**src/rtl/gap_builder.sv**
```systemverilog
// gap_builder: bit-serial word generator, the encode-side partner of the gap
// scanner. It builds a WORD_WIDTH-bit word LSB first. The word starts with a 1.
// Each gap g taken over the valid/ready handshake adds g zeros and then another 1.
//
// Ports
//   clk        rising-edge clock
//   rst        asynchronous active-low reset, clears all state
//   start      begin a new word (sampled only in IDLE or DONE)
//   gap_in     gap length (zeros between consecutive ones)
//   gap_valid  gap_in / gap_last valid
//   gap_last   this gap is the final one of the word
//   gap_ready  builder accepts a gap this cycle (high only while waiting for one)
//   Data       assembled word, meaningful when done=1
//   done       word complete, or aborted by overflow
//   overflow   requested pattern did not fit in WORD_WIDTH bits
module gap_builder #(
  parameter int WORD_WIDTH = 16,
  parameter int GAP_WIDTH  = 4
) (
  input  logic                  clk,
  input  logic                  rst,
  input  logic                  start,
  input  logic [GAP_WIDTH-1:0]  gap_in,
  input  logic                  gap_valid,
  input  logic                  gap_last,
  output logic                  gap_ready,
  output logic [WORD_WIDTH-1:0] Data,
  output logic                  done,
  output logic                  overflow
);

  localparam int POS_W = $clog2(WORD_WIDTH) + 1;
  localparam logic [POS_W-1:0]      POS_FULL = POS_W'(WORD_WIDTH);
  localparam logic [WORD_WIDTH-1:0] BIT0     = WORD_WIDTH'(1);

  typedef enum logic [2:0] {
    S_IDLE,
    S_MARK,
    S_WAIT_GAP,
    S_ZEROS,
    S_DONE
  } state_t;

  state_t                r_state;
  logic [POS_W-1:0]      r_pos;
  logic [GAP_WIDTH-1:0]  r_cnt;
  logic                  r_last;
  logic [WORD_WIDTH-1:0] r_data;
  logic                  r_done;
  logic                  r_ovf;

  assign gap_ready = (r_state == S_WAIT_GAP);
  assign Data      = r_data;
  assign done      = r_done;
  assign overflow  = r_ovf;

  always_ff @(posedge clk or negedge rst) begin
    if (!rst) begin
      r_state <= S_IDLE;
      r_pos   <= '0;
      r_cnt   <= '0;
      r_last  <= 1'b0;
      r_data  <= '0;
      r_done  <= 1'b0;
      r_ovf   <= 1'b0;
    end else begin
      case (r_state)
        S_IDLE, S_DONE: begin
          if (start) begin
            r_data  <= '0;
            r_pos   <= '0;
            r_ovf   <= 1'b0;
            r_last  <= 1'b0;
            r_done  <= 1'b0;
            r_state <= S_MARK;
          end
        end

        S_MARK: begin
          if (r_pos == POS_FULL) begin
            // No room left for the terminating 1: abort and keep what was written.
            r_ovf   <= 1'b1;
            r_done  <= 1'b1;
            r_state <= S_DONE;
          end else begin
            r_data <= r_data | (BIT0 << r_pos);
            r_pos  <= r_pos + POS_W'(1);
            if (r_last) begin
              r_done  <= 1'b1;
              r_state <= S_DONE;
            end else begin
              r_state <= S_WAIT_GAP;
            end
          end
        end

        S_WAIT_GAP: begin
          if (gap_valid) begin
            r_cnt   <= gap_in;
            r_last  <= gap_last;
            r_state <= (gap_in == '0) ? S_MARK : S_ZEROS;
          end
        end

        S_ZEROS: begin
          // Zeros need no write because Data was cleared at start; only advance pos.
          if (r_pos == POS_FULL) begin
            r_ovf   <= 1'b1;
            r_done  <= 1'b1;
            r_state <= S_DONE;
          end else begin
            r_pos <= r_pos + POS_W'(1);
            r_cnt <= r_cnt - GAP_WIDTH'(1);
            if (r_cnt == GAP_WIDTH'(1)) r_state <= S_MARK;
          end
        end

        default: r_state <= S_IDLE;
      endcase
    end
  end

endmodule
```
**config.mk**
```make
export PLATFORM = sky130hd
export DESIGN_NAME = gap_builder
export DESIGN_NICKNAME = d
export VERILOG_FILES = /design/src/rtl/gap_builder.sv
export SDC_FILE = /design/constraint.sdc
export NUM_CORES = 1
export LEC_CHECK = 0
export CAP_MARGIN = 20
export CORE_MARGIN = 2
export CORE_UTILIZATION = 34
export CTS_CLUSTER_SIZE = 16
export DETAILED_ROUTE_END_ITERATION = 16
export GPL_TIMING_DRIVEN = 0
export PLACE_DENSITY_LB_ADDON = 0.05
export SLEW_MARGIN = 10
export SYNTH_ARGS = -nofsm -noshare
export SYNTH_HDL_FRONTEND = slang
export SYNTH_SLANG_ARGS = --single-unit
```
**constraint.sdc**
```tcl
create_clock -name clk -period 2.1 [get_ports clk]
set_input_delay 0.42 -clock clk [delete_from_list [all_inputs] [get_ports clk]]
set_output_delay 0.42 -clock clk [all_outputs]
set_load 0.01 [all_outputs]
```
; Yosys cells after proc, flatten, opt, wreduce, memory -nomap -nowiden
; Cells that the tools add are included.
; W data, S select, Z words.
[word_totals]
ram_bits = 0
regBits = 31
memories = 0
latchBits = 0
output_inout_bits = 19
rom_bits = 0
[classes]
muxes = 25
magnitude_cmp = 0
bitwise_logic = 1
n_addsub = 2
n_div = 0
eq_ne = 15
mul = 0
reduce_logical = 16
n_shift = 1
[ops]
columns = operator, count
row1 = $mux W16, 2
row2 = $pmux W16 S2, 1
row3 = $mux W3, 6
row4 = $reduce_and A3 Y1, 6
row5 = $or A16 B16 Y16, 1
row6 = $shl A1 B5 Y16 const A, 1
row7 = $ne A2 B2 Y1 const B, 6
row8 = $pmux W3 S4, 1
row9 = $mux W5, 2
row10 = $pmux W5 S2, 1
row11 = $mux W4, 2
row12 = $pmux W4 S2, 1
row13 = $reduce_bool A2 Y1, 4
row14 = $eq A3 B2 Y1 const B, 2
row15 = $ne A3 B3 Y1 const B, 2
row16 = $add A5 B1 Y5 const B, 1
row17 = $eq A5 B5 Y1 const B, 1
row18 = $mux W1, 5
row19 = $eq A4 B1 Y1 const B, 1
row20 = $logic_not A4 Y1, 1
row21 = $pmux W1 S2, 2
row22 = $reduce_and A4 Y1, 1
row23 = $reduce_or A2 Y1, 2
row24 = $sub A4 B1 Y4 const B, 1
row25 = 7 further kinds, 7

; Logic depth before layout (Yosys ltp)
; Gate-level depths: netlist of the first run.
[depth]
ltp_word = 4
depth_mapped = 8

; Worst setup path after synthesis of the first run
; OpenSTA, ideal clock, no wires.
[synth_timing]
path_type = flip-flop to flip-flop
startpoint = reg r_pos[0]
endpoint = reg r_pos[3]
setup_time_ns = 0.069
t_required_ns = 2.031
path_buffers = 2
synth_period_minus_slack_ns = 1.762
stages_incl_launch_ff = 9
path_slack_ns = 0.338
arrival_time_ns = 1.694
path_cell_list = dfrtp_1 -> inv_1 -> ha_1 -> and4bb_1 -> buf_6 -> nand2b_1 -> buf_2 -> or3_1 -> nand3_1
[synth_between]
elab_chain_cells = 3
word_cells_on_any_way = 6
classes_between = add/sub (1) / eq/ne (2) / mux (2) / reduce/logical (1)
[synth_lines]
columns = element, line
row1 = "start, declared", 45  ; logic [POS_W-1:0] r_pos;
row2 = "start signal, assigned", 87  ; r_pos <= r_pos + POS_W'(1);
row3 = "start signal, assigned", 112  ; r_pos <= r_pos + POS_W'(1);
row4 = $add A5 B1 Y5 or $eq A5 B5 Y1 (tied branches), n/a
row5 = $mux W5 or $ne A2 B2 Y1 (tied branches), n/a
row6 = $pmux W5 S2 or $reduce_and A3 Y1 (tied branches), n/a
; Parallel ways exist; a longest one is shown, timed or not. The select of a mux whose other input is x is not followed.
; A chain may end at the register's enable or synchronous reset.

; Worst setup path in the final report of the first run
[layout_timing]
startpoint = reg r_state[2]
endpoint = out gap_ready
[layout_between]
elab_chain_cells = 1
[layout_lines]
columns = element, line
row1 = "start, declared", 44  ; state_t r_state;
row2 = "start signal, assigned", 101  ; r_state <= (gap_in == '0) ? S_MARK : S_ZEROS;
row3 = $eq A3 B2 Y1, 52  ; assign gap_ready = (r_state == S_WAIT_GAP);
row4 = "end, declared", 26  ; output logic gap_ready,
; Every way passes these cells.

==> results.cfg, run 1 <==
[outcome]
status = complete, no violations

[min_path]
hold_class = input pin to asynchronous set/reset pin

[power]
p_int_mw = 1.60
clkPwrFrac = 0.176
switching_share = 0.402
seqPwrFrac = 0.378
p_switching_mw = 1.08
power_density_mw_per_mm2 = 1380
power_mw = 2.68
combPwrFrac = 0.446
ir_drop_uv = 535
p_leak_nw = 0.865

[cts]
cts_buffers = 5
cts.sinks = 31
cts_max_level = 2
tritoncts = built
clk_path_buf_depth = 2
clock_latency_ns = 0.28
clock-root-buffer = clkbuf_8
cts.clk_slew.worst_paths_ns = 0.06

[detailed_routing]
post-route-drc-count = 0
wl_um = 3500
dr.pass1.iters = 4
postRouteAntennaNets = 0
via_per_inst = 5.47
route.vias.total = 1252
drtIter0Drc = 44
wl_per_cell_um = 15.3

[place]
place_inst = 223
port_buffers = 27
gp_congestion = 0.755
post-place-ws_ns = 0.0270
dp_hpwl_um = 2500

[global_route]
antenna_found_initial = 0
grt_pass1_wl_um = 6020
grt.total_usage = 0.153
grt_max_degree = 32
grt_pass1_vias = 1224
overflow = 0

[yosys]
synth-edff-count = 0
seq_area_frac_synth = 0.509
synth_top_area_cell = dfrtp_1
synth_top_family_by_area = compound AO/OA/AOI/OAI gates
syn_inst = 144
ys_seq_elements = 31
synth.area.top_cells = dfrtp_1 (51%), a32o_1 (7.2%), ha_1 (6.6%)
yosysMostFrequentCell = dfrtp_1
ys.warnings.count = 0
synthMuxAreaShare = 0.0131
netlist_area_mm2 = 0.00152
ys.flop_type = dfrtp_1
synth_xor_area_frac = 0
synth.distinct_cells = 36
synth_top_cells_by_count = dfrtp_1 (31), a32o_1 (11), inv_1 (10), nor2_1 (10)
synth_top_cell_area_share = 0.509
synthSimpleGateAreaFrac = 0.151
synth_adder_area_share = 0.0657
ys_async_sr_fraction = 1.00
avgSynthCellArea_um2 = 10.6
syn_nets = 161
synth-compound-area-share = 0.213

[sta]
fmax_ghz = 0.494
finalCriticalPeriod_ns = 2.02
timing.slew.headroom = 0.440
slew_viol_final = 0
setup_ws_ns = 0.0755
worstMarginPinSlew_ns = 0.834
rsz0062_at_grt = false
fin_skew_ns = 0.00457
setup_viol = 0
timing.final.hold_violations = 0
finalCritPeriodShare = 0.964

[worst_setup_path]
endpoint = gap_ready
timing.rr.end = r_pos[3]$_DFFE_PN0P_
endpoint_kind = output pin
rrSetupSlack_ns = 0.16
critPathLaunchType = register
crit_start = r_state[2]$_DFFE_PN0P_
critical_path.max_fanout = 7
rr_worst_depth = 8
crit_type = register to output pin
arrival_ns = 1.60
crit-reg2reg-launch = r_pos[0]$_DFFE_PN0P_
critPathRequiredTime_ns = 1.68

[cells_and_area]
multiInputGateArea_um2 = 683
drive_gt1_frac = 0.0960
stdcell_count = 229
fillers = 429
regArea_um2 = 777
diodes = 0
finalNetCount = 194
syn_to_final_growth_pct = 27.8
utilization = 0.450

[run]
cap_violations = 0

[floorplan]
dieHeight_um = 71.0
num_rows = 24
coreArea_mm2 = 0.00432
die_x_um = 71.0
boundaryPins = 28
start_util = 0.352
die-area_mm2 = 0.00503
==> cell families after synthesis <==
| family | count (synthesis) |
|---|---|
| and+or+nand+nor | 43 |
| buffers and inverters | 17 |
| muxes | 2 |
| adders and majority gates | 8 |
| AOI/OAI and AO/OA | 43 |
| DFF | 31 |
==> layout by cell type, fill, tap and decap left out, types with 2 or more instances in the layout <==
| master | Yosys | layout |
|---|---|---|
| a21oi_1 | 8 | 8 |
| a22o_1 | 5 | 5 |
| a311oi_1 | 2 | 2 |
| a31oi_1 | 2 | 2 |
| a32o_1 | 11 | 11 |
| buf_2 | 1 | 2 |
| clkbuf_1 | 4 | 3 |
| clkbuf_8 | 0 | 6 |
| clkdlybuf4s50_1 | 0 | 26 |
| dfrtp_1 | 31 | 30 |
| ha_1 | 8 | 8 |
| inv_1 | 10 | 10 |
| mux2i_1 | 2 | 2 |
| nand2_1 | 9 | 9 |
| nand2b_1 | 3 | 2 |
| nand3_1 | 9 | 9 |
| nor2_1 | 10 | 10 |
| nor3_1 | 4 | 4 |
| o21ai_0 | 6 | 6 |
==> per-stage QoR <==
step           TNS [ns]  area [µm²]  hold slack, ns
2_1_floorplan         0        1520           0.124
3_3_place_gp      -1.40        1860           0.475
3_5_place_dp          0        1850           0.485
4_1_cts               0        1940           0.214
5_1_grt               0        1950           0.235
6_report              0        1950           0.182
==> flip-flops by register name (all words and copies together) (netlist names) <==
name	flops
Data	16
done	1
overflow	1
r_cnt	4
r_last	1
r_pos	5
r_state	3
==> worst min-delay path by stage <==
| stage | from | end | slack (ns) |
|---|---|---|---|
| final | rst | r_cnt[0]$_DFFE_PN0P_ | 0.18 |
| after global routing | rst | r_pos[3]$_DFFE_PN0P_ | 0.23 |
| after CTS | rst | r_pos[1]$_DFFE_PN0P_ | 0.21 |
| after detailed placement | Data[9]$_DFFE_PN0P_ | Data[9]$_DFFE_PN0P_ | 0.48 |
| after global placement | Data[6]$_DFFE_PN0P_ | Data[6]$_DFFE_PN0P_ | 0.47 |
| after floorplan | rst | Data[0]$_DFFE_PN0P_ | 0.12 |
==> layer usage <==
layer,track usage,share of wire,vias up,wire length (µm)
li1,-,-,598,-
met1,0.214,0.48,613,1670
met2,0.228,0.45,37,1570
met3,0.0513,0.067,4,234
met5,0,0,-,0
met4,0.0440,0.0077,0,27
==> worst max-delay path, stage by stage, from the launching register on <==
cell,delay (ns)
dfrtp_1,0.43
nand2b_2,0.25
nor2_1,0.11
clkdlybuf4s50_1,0.54
==> power groups by stage <==
stage / sequential [mW] / clock (mW) / combinational (mW)
final: 1.01 / 0.470 / 1.20
after global routing: 1.05 / 0.524 / 1.35
after CTS: 1.01 / 0.489 / 1.21
after detailed placement: 0.991 / 0 / 1.22
after global placement: 0.985 / 0 / 1.22
after floorplan: 0.991 / 0 / 0.763
==> area by class of cell <==
| type | instances | area share |
|---|---|---|
| plain buffers | 6 | 0.0161 |
| repair buffers | 27 | 0.136 |
| flip-flops and latches | 31 | 0.399 |
| clock buffers | 6 | 0.0424 |
| multi-input cells | 96 | 0.351 |
| inverters | 10 | 0.0193 |
| well taps | 52 | 0.0334 |
| clock inverters | 1 | 0.00257 |
==> what timing repair did <==
| item | CTS | global route |
|---|---|---|
| resized for setup | 2 | 1 |
| setup buffers | 0 | 0 |
| setup endpoints to repair | 2 | 1 |
| hold buffers | 0 | 0 |
Note: power is estimated with default switching activity, not from simulation.
==> inputs of run 2 (changes only) <==
--- a/config.mk
+++ b/config.mk
@@ -5,13 +5,13 @@
 export SDC_FILE = /design/constraint.sdc
 export NUM_CORES = 1
 export LEC_CHECK = 0
-export CAP_MARGIN = 20
+export CAP_MARGIN = 10
 export CORE_MARGIN = 2
 export CORE_UTILIZATION = 34
 export CTS_CLUSTER_SIZE = 16
 export DETAILED_ROUTE_END_ITERATION = 16
 export GPL_TIMING_DRIVEN = 0
-export PLACE_DENSITY_LB_ADDON = 0.05
+export PLACE_DENSITY = 0.64
 export SLEW_MARGIN = 10
 export SYNTH_ARGS = -nofsm -noshare
 export SYNTH_HDL_FRONTEND = slang
==> run 2 against run 1 <==
Compared with the run above: critical path depth is the same; non-clock buffer count unchanged; fmax rose by 0.34%; via count is 1.0% higher; register-to-register slack improved by 0.02 ns; largest cell class unchanged; cell count shrank 0.44%; sequential share of layout area rose by 0.24 points.
==> results.cfg, run 2 (synthesized netlist as in run 1, its figures left out) <==
[cts]
cts_max_level = 2
clock_latency_ns = 0.27
clk_path_buf_depth = 2
cts.sinks = 31
tritoncts = built
cts.clk_slew.worst_paths_ns = 0.06
clock-root-buffer = clkbuf_8
cts_buffers = 5

[power]
p_switching_mw = 1.09
power_mw = 2.66
ir_drop_uv = 625
seqPwrFrac = 0.387
power_density_mw_per_mm2 = 1370
p_int_mw = 1.58
switching_share = 0.408
combPwrFrac = 0.456
clkPwrFrac = 0.156
p_leak_nw = 0.855

[cells_and_area]
layout_common_cells = dfrtp_1 (29), clkdlybuf4s50_1 (26), a32o_1 (11)
finalNetCount = 194
syn_to_final_growth_pct = 27.2
fillers = 429
drive_gt1_frac = 0.0909
diodes = 0
final_common_cell = dfrtp_1
largest_reg_flops = 16

[global_route]
antenna_found_initial = 0
grt.total_usage = 0.154
grt_max_degree = 32
overflow = 0
grt_pass1_wl_um = 6100
grt_pass1_vias = 1274

[detailed_routing]
via_per_inst = 5.55
drtIter0Drc = 59
wl_per_cell_um = 16.0
postRouteAntennaNets = 0
post-route-drc-count = 0
wl_um = 3660
dr.pass1.iters = 4
route.vias.total = 1265

[worst_setup_path]
critical_path.max_fanout = 10
rrSetupSlack_ns = 0.18
crit-reg2reg-launch = r_pos[1]$_DFFE_PN0P_
critPathMaxStageDelay_ns = 0.54
crit_start = r_state[0]$_DFFE_PN0P_
cp_cell_sequence = clkbuf_1 > nor2_1 > clkdlybuf4s50_1
critPathLaunchType = register
crit_slowest_cell = clkdlybuf4s50_1
endpoint_kind = output pin
critPathRequiredTime_ns = 1.68
arrival_ns = 1.60
crit_type = register to output pin

[sta]
fin_skew_ns = 0.00445
finalCritPeriodShare = 0.961
finalCriticalPeriod_ns = 2.02
worstMarginPinSlew_ns = 0.815
setup_viol = 0
slew_viol_final = 0
fmax_ghz = 0.496
timing.slew.headroom = 0.455
whs_ns = 0.195
timing.final.hold_violations = 0

[place]
port_buffers = 27
dp_hpwl_um = 2540
gp_congestion = 0.812

[outcome]
status = complete, no violations

[floorplan]
coreArea_mm2 = 0.00432
boundaryPins = 28
die-area_mm2 = 0.00503
num_rows = 24
die_x_um = 71.0
start_util = 0.352
dieHeight_um = 71.0

[run]
cap_violations = 0

[min_path]
hold_class = input pin to asynchronous set/reset pin
-- run 2: path summary, 6_finish.rpt --
kind / endpoint / depth (start not counted)
setup reg to reg: r_pos[3]$_DFFE_PN0P_ / 8
min in group clk: Data[14]$_DFFE_PN0P_ / 1
hold / removal: r_state[1]$_DFFE_PN0P_ / 1
setup / recovery: gap_ready / 3
max in group asynchronous: r_pos[0]$_DFFE_PN0P_ / 1
hold reg to reg: Data[14]$_DFFE_PN0P_ / 1
-- run 2: cell type report --
type | count | area [µm²] | area share
buffer | 6 | 31.3 | 0.0161
clock buffer | 6 | 72.6 | 0.0374
inverter | 10 | 37.5 | 0.0194
multi-input combinational | 96 | 688 | 0.355
sequential | 31 | 778 | 0.402
tap | 52 | 65.1 | 0.0336
timing repair buffer | 27 | 265 | 0.137
-- run 2: per-stage QoR --
| step | cell area, µm² | setup WS (ns) | cells | setup TNS (ns) | util |
|---|---|---|---|---|---|
| 6_report | 1940 | 0.0824 | 228 | 0 | 0.448 |
| 5_1_grt | 1940 | -0.00572 | 228 | -0.00572 | 0.448 |
| 4_1_cts | 1920 | 0.0357 | 228 | 0 | 0.445 |
| 3_5_place_dp | 1850 | 0.0636 | 223 | 0 | 0.429 |
| 3_3_place_gp | 1860 | 0.0979 | 223 | 0 | 0.430 |
| 2_1_floorplan | 1520 | 0.338 | 144 | 0 | - |
-- run 2: what timing repair did --
item | CTS | global route
endpoints found under the setup margin | 1 | 3
gates resized for setup | 1 | 4
hold buffers | 0 | 0
pin swaps | 0 | 0
cloned | 0 | 0
buffers inserted | 0 | 0
-- run 2: routing by layer --
metal / global-route usage / vias to the layer above / wire length (µm)
li1: - / 594 / -
met1: 0.205 / 620 / 1630
met2: 0.241 / 41 / 1770
met3: 0.0356 / 10 / 174
met4: 0.0650 / 0 / 82
met5: 0 / - / 0
-- run 2: power by group through the flow --
stage,clock network [mW],registers (mW),logic (mW)
2_1_floorplan,0,0.991,0.763
6_report,0.417,1.03,1.22
4_1_cts,0.432,1.02,1.20
3_5_place_dp,0,0.997,1.23
5_1_grt,0.460,1.06,1.36
3_3_place_gp,0,0.979,1.19
-- run 2: worst max-delay path, delay by kind of cell, from the launching register on --
family,cells,cell delay (ns)
buf+inv,2,0.78
flops,1,0.39
simple gates,1,0.16
==> inputs of run 3 (changes only) <==
--- a/config.mk
+++ b/config.mk
@@ -10,8 +10,9 @@
 export CORE_UTILIZATION = 34
 export CTS_CLUSTER_SIZE = 16
 export DETAILED_ROUTE_END_ITERATION = 16
+export DONT_BUFFER_PORTS = 1
 export GPL_TIMING_DRIVEN = 0
-export PLACE_DENSITY = 0.64
+export PLACE_DENSITY = 0.56
 export SLEW_MARGIN = 10
 export SYNTH_ARGS = -nofsm -noshare
 export SYNTH_HDL_FRONTEND = slang
==> run 3 against run 2 <==
Compared with the run above: highest routed layer unchanged; routed wire length is 2.5% lower; combinational power is 17% lower; flip-flop and latch count stayed put; fmax is 3.0% higher; cell count is 10% lower; register-to-register slack worse by 0.04 ns; hold slack better by 0.029 ns; sequential power hardly changed; clock skew is 0.0013 ns lower.
==> results.cfg, run 3 (synthesized netlist as in run 1, its figures left out) <==
[place]
port_buffers = 0
post-place-ws_ns = 0.0439
place_inst = 196
dp_hpwl_um = 2510
gp_congestion = 0.855

[detailed_routing]
dr.pass1.iters = 4
post-route-drc-count = 0
wl_um = 3560
route.vias.total = 1217
postRouteAntennaNets = 0
wl_per_cell_um = 17.4
wl_met2_um = 1760
wl_met1_um = 1430
top_layer_used = met4
drtIter0Drc = 50
via_per_inst = 5.94
met3_length_um = 296

[sta]
worstMarginPinSlew_ns = 0.840
setup_viol = 0
fin_skew_ns = 0.00317
timing.final.hold_violations = 0
finalCriticalPeriod_ns = 1.96
fmax_ghz = 0.510
finalCritPeriodShare = 0.933
timing.slew.headroom = 0.435
slew_viol_final = 0
whs_ns = 0.223
rsz0062_at_grt = false
setup_ws_ns = 0.141
tns_ns = 0

[global_route]
grt.total_usage = 0.157
overflow = 0
grt_max_degree = 32
antenna_found_initial = 0
grt_pass1_wl_um = 6180
grt_pass1_vias = 1306

[cells_and_area]
diodes = 0
stdcell_count = 205
layout_common_cells = dfrtp_1 (31), a32o_1 (11), inv_1 (10), nor2_1 (10)
fillers = 437
largest_reg_flops = 16
regArea_um2 = 776
drive_gt1_frac = 0.0980
multiInputGateArea_um2 = 681
final_common_cell = dfrtp_1
finalNetCount = 170
syn_to_final_growth_pct = 12.3

[run]
cap_violations = 0

[worst_setup_path]
rr_worst_depth = 8
endpoint_kind = register
critPathLaunchType = register
critPathRequiredTime_ns = 2.31
endpoint = r_pos[3]$_DFFE_PN0P_
critical_path.max_fanout = 8
crit-reg2reg-launch = r_pos[0]$_DFFE_PN0P_
timing.rr.end = r_pos[3]$_DFFE_PN0P_
rrSetupSlack_ns = 0.14
crit_type = register to register
arrival_ns = 2.17
crit_start = r_pos[0]$_DFFE_PN0P_

[cts]
post_cts.repair.setup_buffers = 0
clock-root-buffer = clkbuf_8
cts.sinks = 31
clock_latency_ns = 0.28
cts_max_level = 2
tritoncts = built
cts_buffers = 5
cts.clk_slew.worst_paths_ns = 0.06
clk_path_buf_depth = 2

[min_path]
hold_class = input pin to register
hold_start = start

[power]
switching_share = 0.427
power_density_mw_per_mm2 = 1470
seqPwrFrac = 0.415
p_leak_nw = 0.783
ir_drop_uv = 540
p_int_mw = 1.44
power_mw = 2.51
combPwrFrac = 0.403
p_switching_mw = 1.07
clkPwrFrac = 0.182

[floorplan]
coreArea_mm2 = 0.00432
num_rows = 24
dieHeight_um = 71.0
die_x_um = 71.0
boundaryPins = 28
die-area_mm2 = 0.00503
start_util = 0.352

[outcome]
status = complete, no violations
==> run 3: cell type report <==
type | instances | area share
Sequential cell | 31 | 0.453
Clock inverter | 1 | 0.00292
Multi-Input combinational cell | 96 | 0.398
Clock buffer | 6 | 0.0482
Timing Repair Buffer | 2 | 0.0175
Tap cell | 52 | 0.0380
Buffer | 7 | 0.0205
Inverter | 10 | 0.0219
==> run 3: worst min path at each step <==
stage | endpoint | slack (ns) | cells after the start
2_1_floorplan | Data[0]$_DFFE_PN0P_ | 0.12 | 0
3_3_place_gp | r_state[1]$_DFFE_PN0P_ | 0.13 | 0
3_5_place_dp | r_state[1]$_DFFE_PN0P_ | 0.13 | 0
4_1_cts | Data[0]$_DFFE_PN0P_ | 0.21 | 1
5_1_grt | Data[0]$_DFFE_PN0P_ | 0.21 | 1
6_report | Data[0]$_DFFE_PN0P_ | 0.22 | 1
==> run 3: what timing repair did <==
item | in CTS | in global routing
gates resized for setup | 0 | 1
endpoints found under the setup margin | 0 | 3
endpoints found under the hold margin | 31 | 0
hold buffers | 2 | 0
==> run 3: power by group through the flow <==
stage          sequential, mW  combinational, mW  clock [mW]
3_5_place_dp             1.05              0.978           0
4_1_cts                  1.04               1.01       0.475
2_1_floorplan           0.991              0.763           0
6_report                 1.04               1.01       0.457
3_3_place_gp             1.04              0.923           0
5_1_grt                  1.08               1.14       0.507
==> run 3: worst max-delay path, cell delays in order (launching register included) <==
cell,delay (ns)
dfrtp_1,0.43
inv_1,0.10
ha_1,0.28
and4bb_1,0.24
buf_6,0.14
nand2b_1,0.13
buf_2,0.16
or3_1,0.34
nand3_1,0.07
==> run 3: stage by stage <==
stage / area (µm²) / utilization
after floorplan: 1520 / -
after global placement: 1590 / 0.367
after detailed placement: 1590 / 0.367
after CTS: 1710 / 0.395
after global routing: 1710 / 0.396
final: 1710 / 0.396
==> run 3: per-layer routing <==
metal  vias up  track usage
met2        40        0.258
met4         0       0.0713
met3         7       0.0613
met1       620        0.183
li1        550            -
met5         -            0
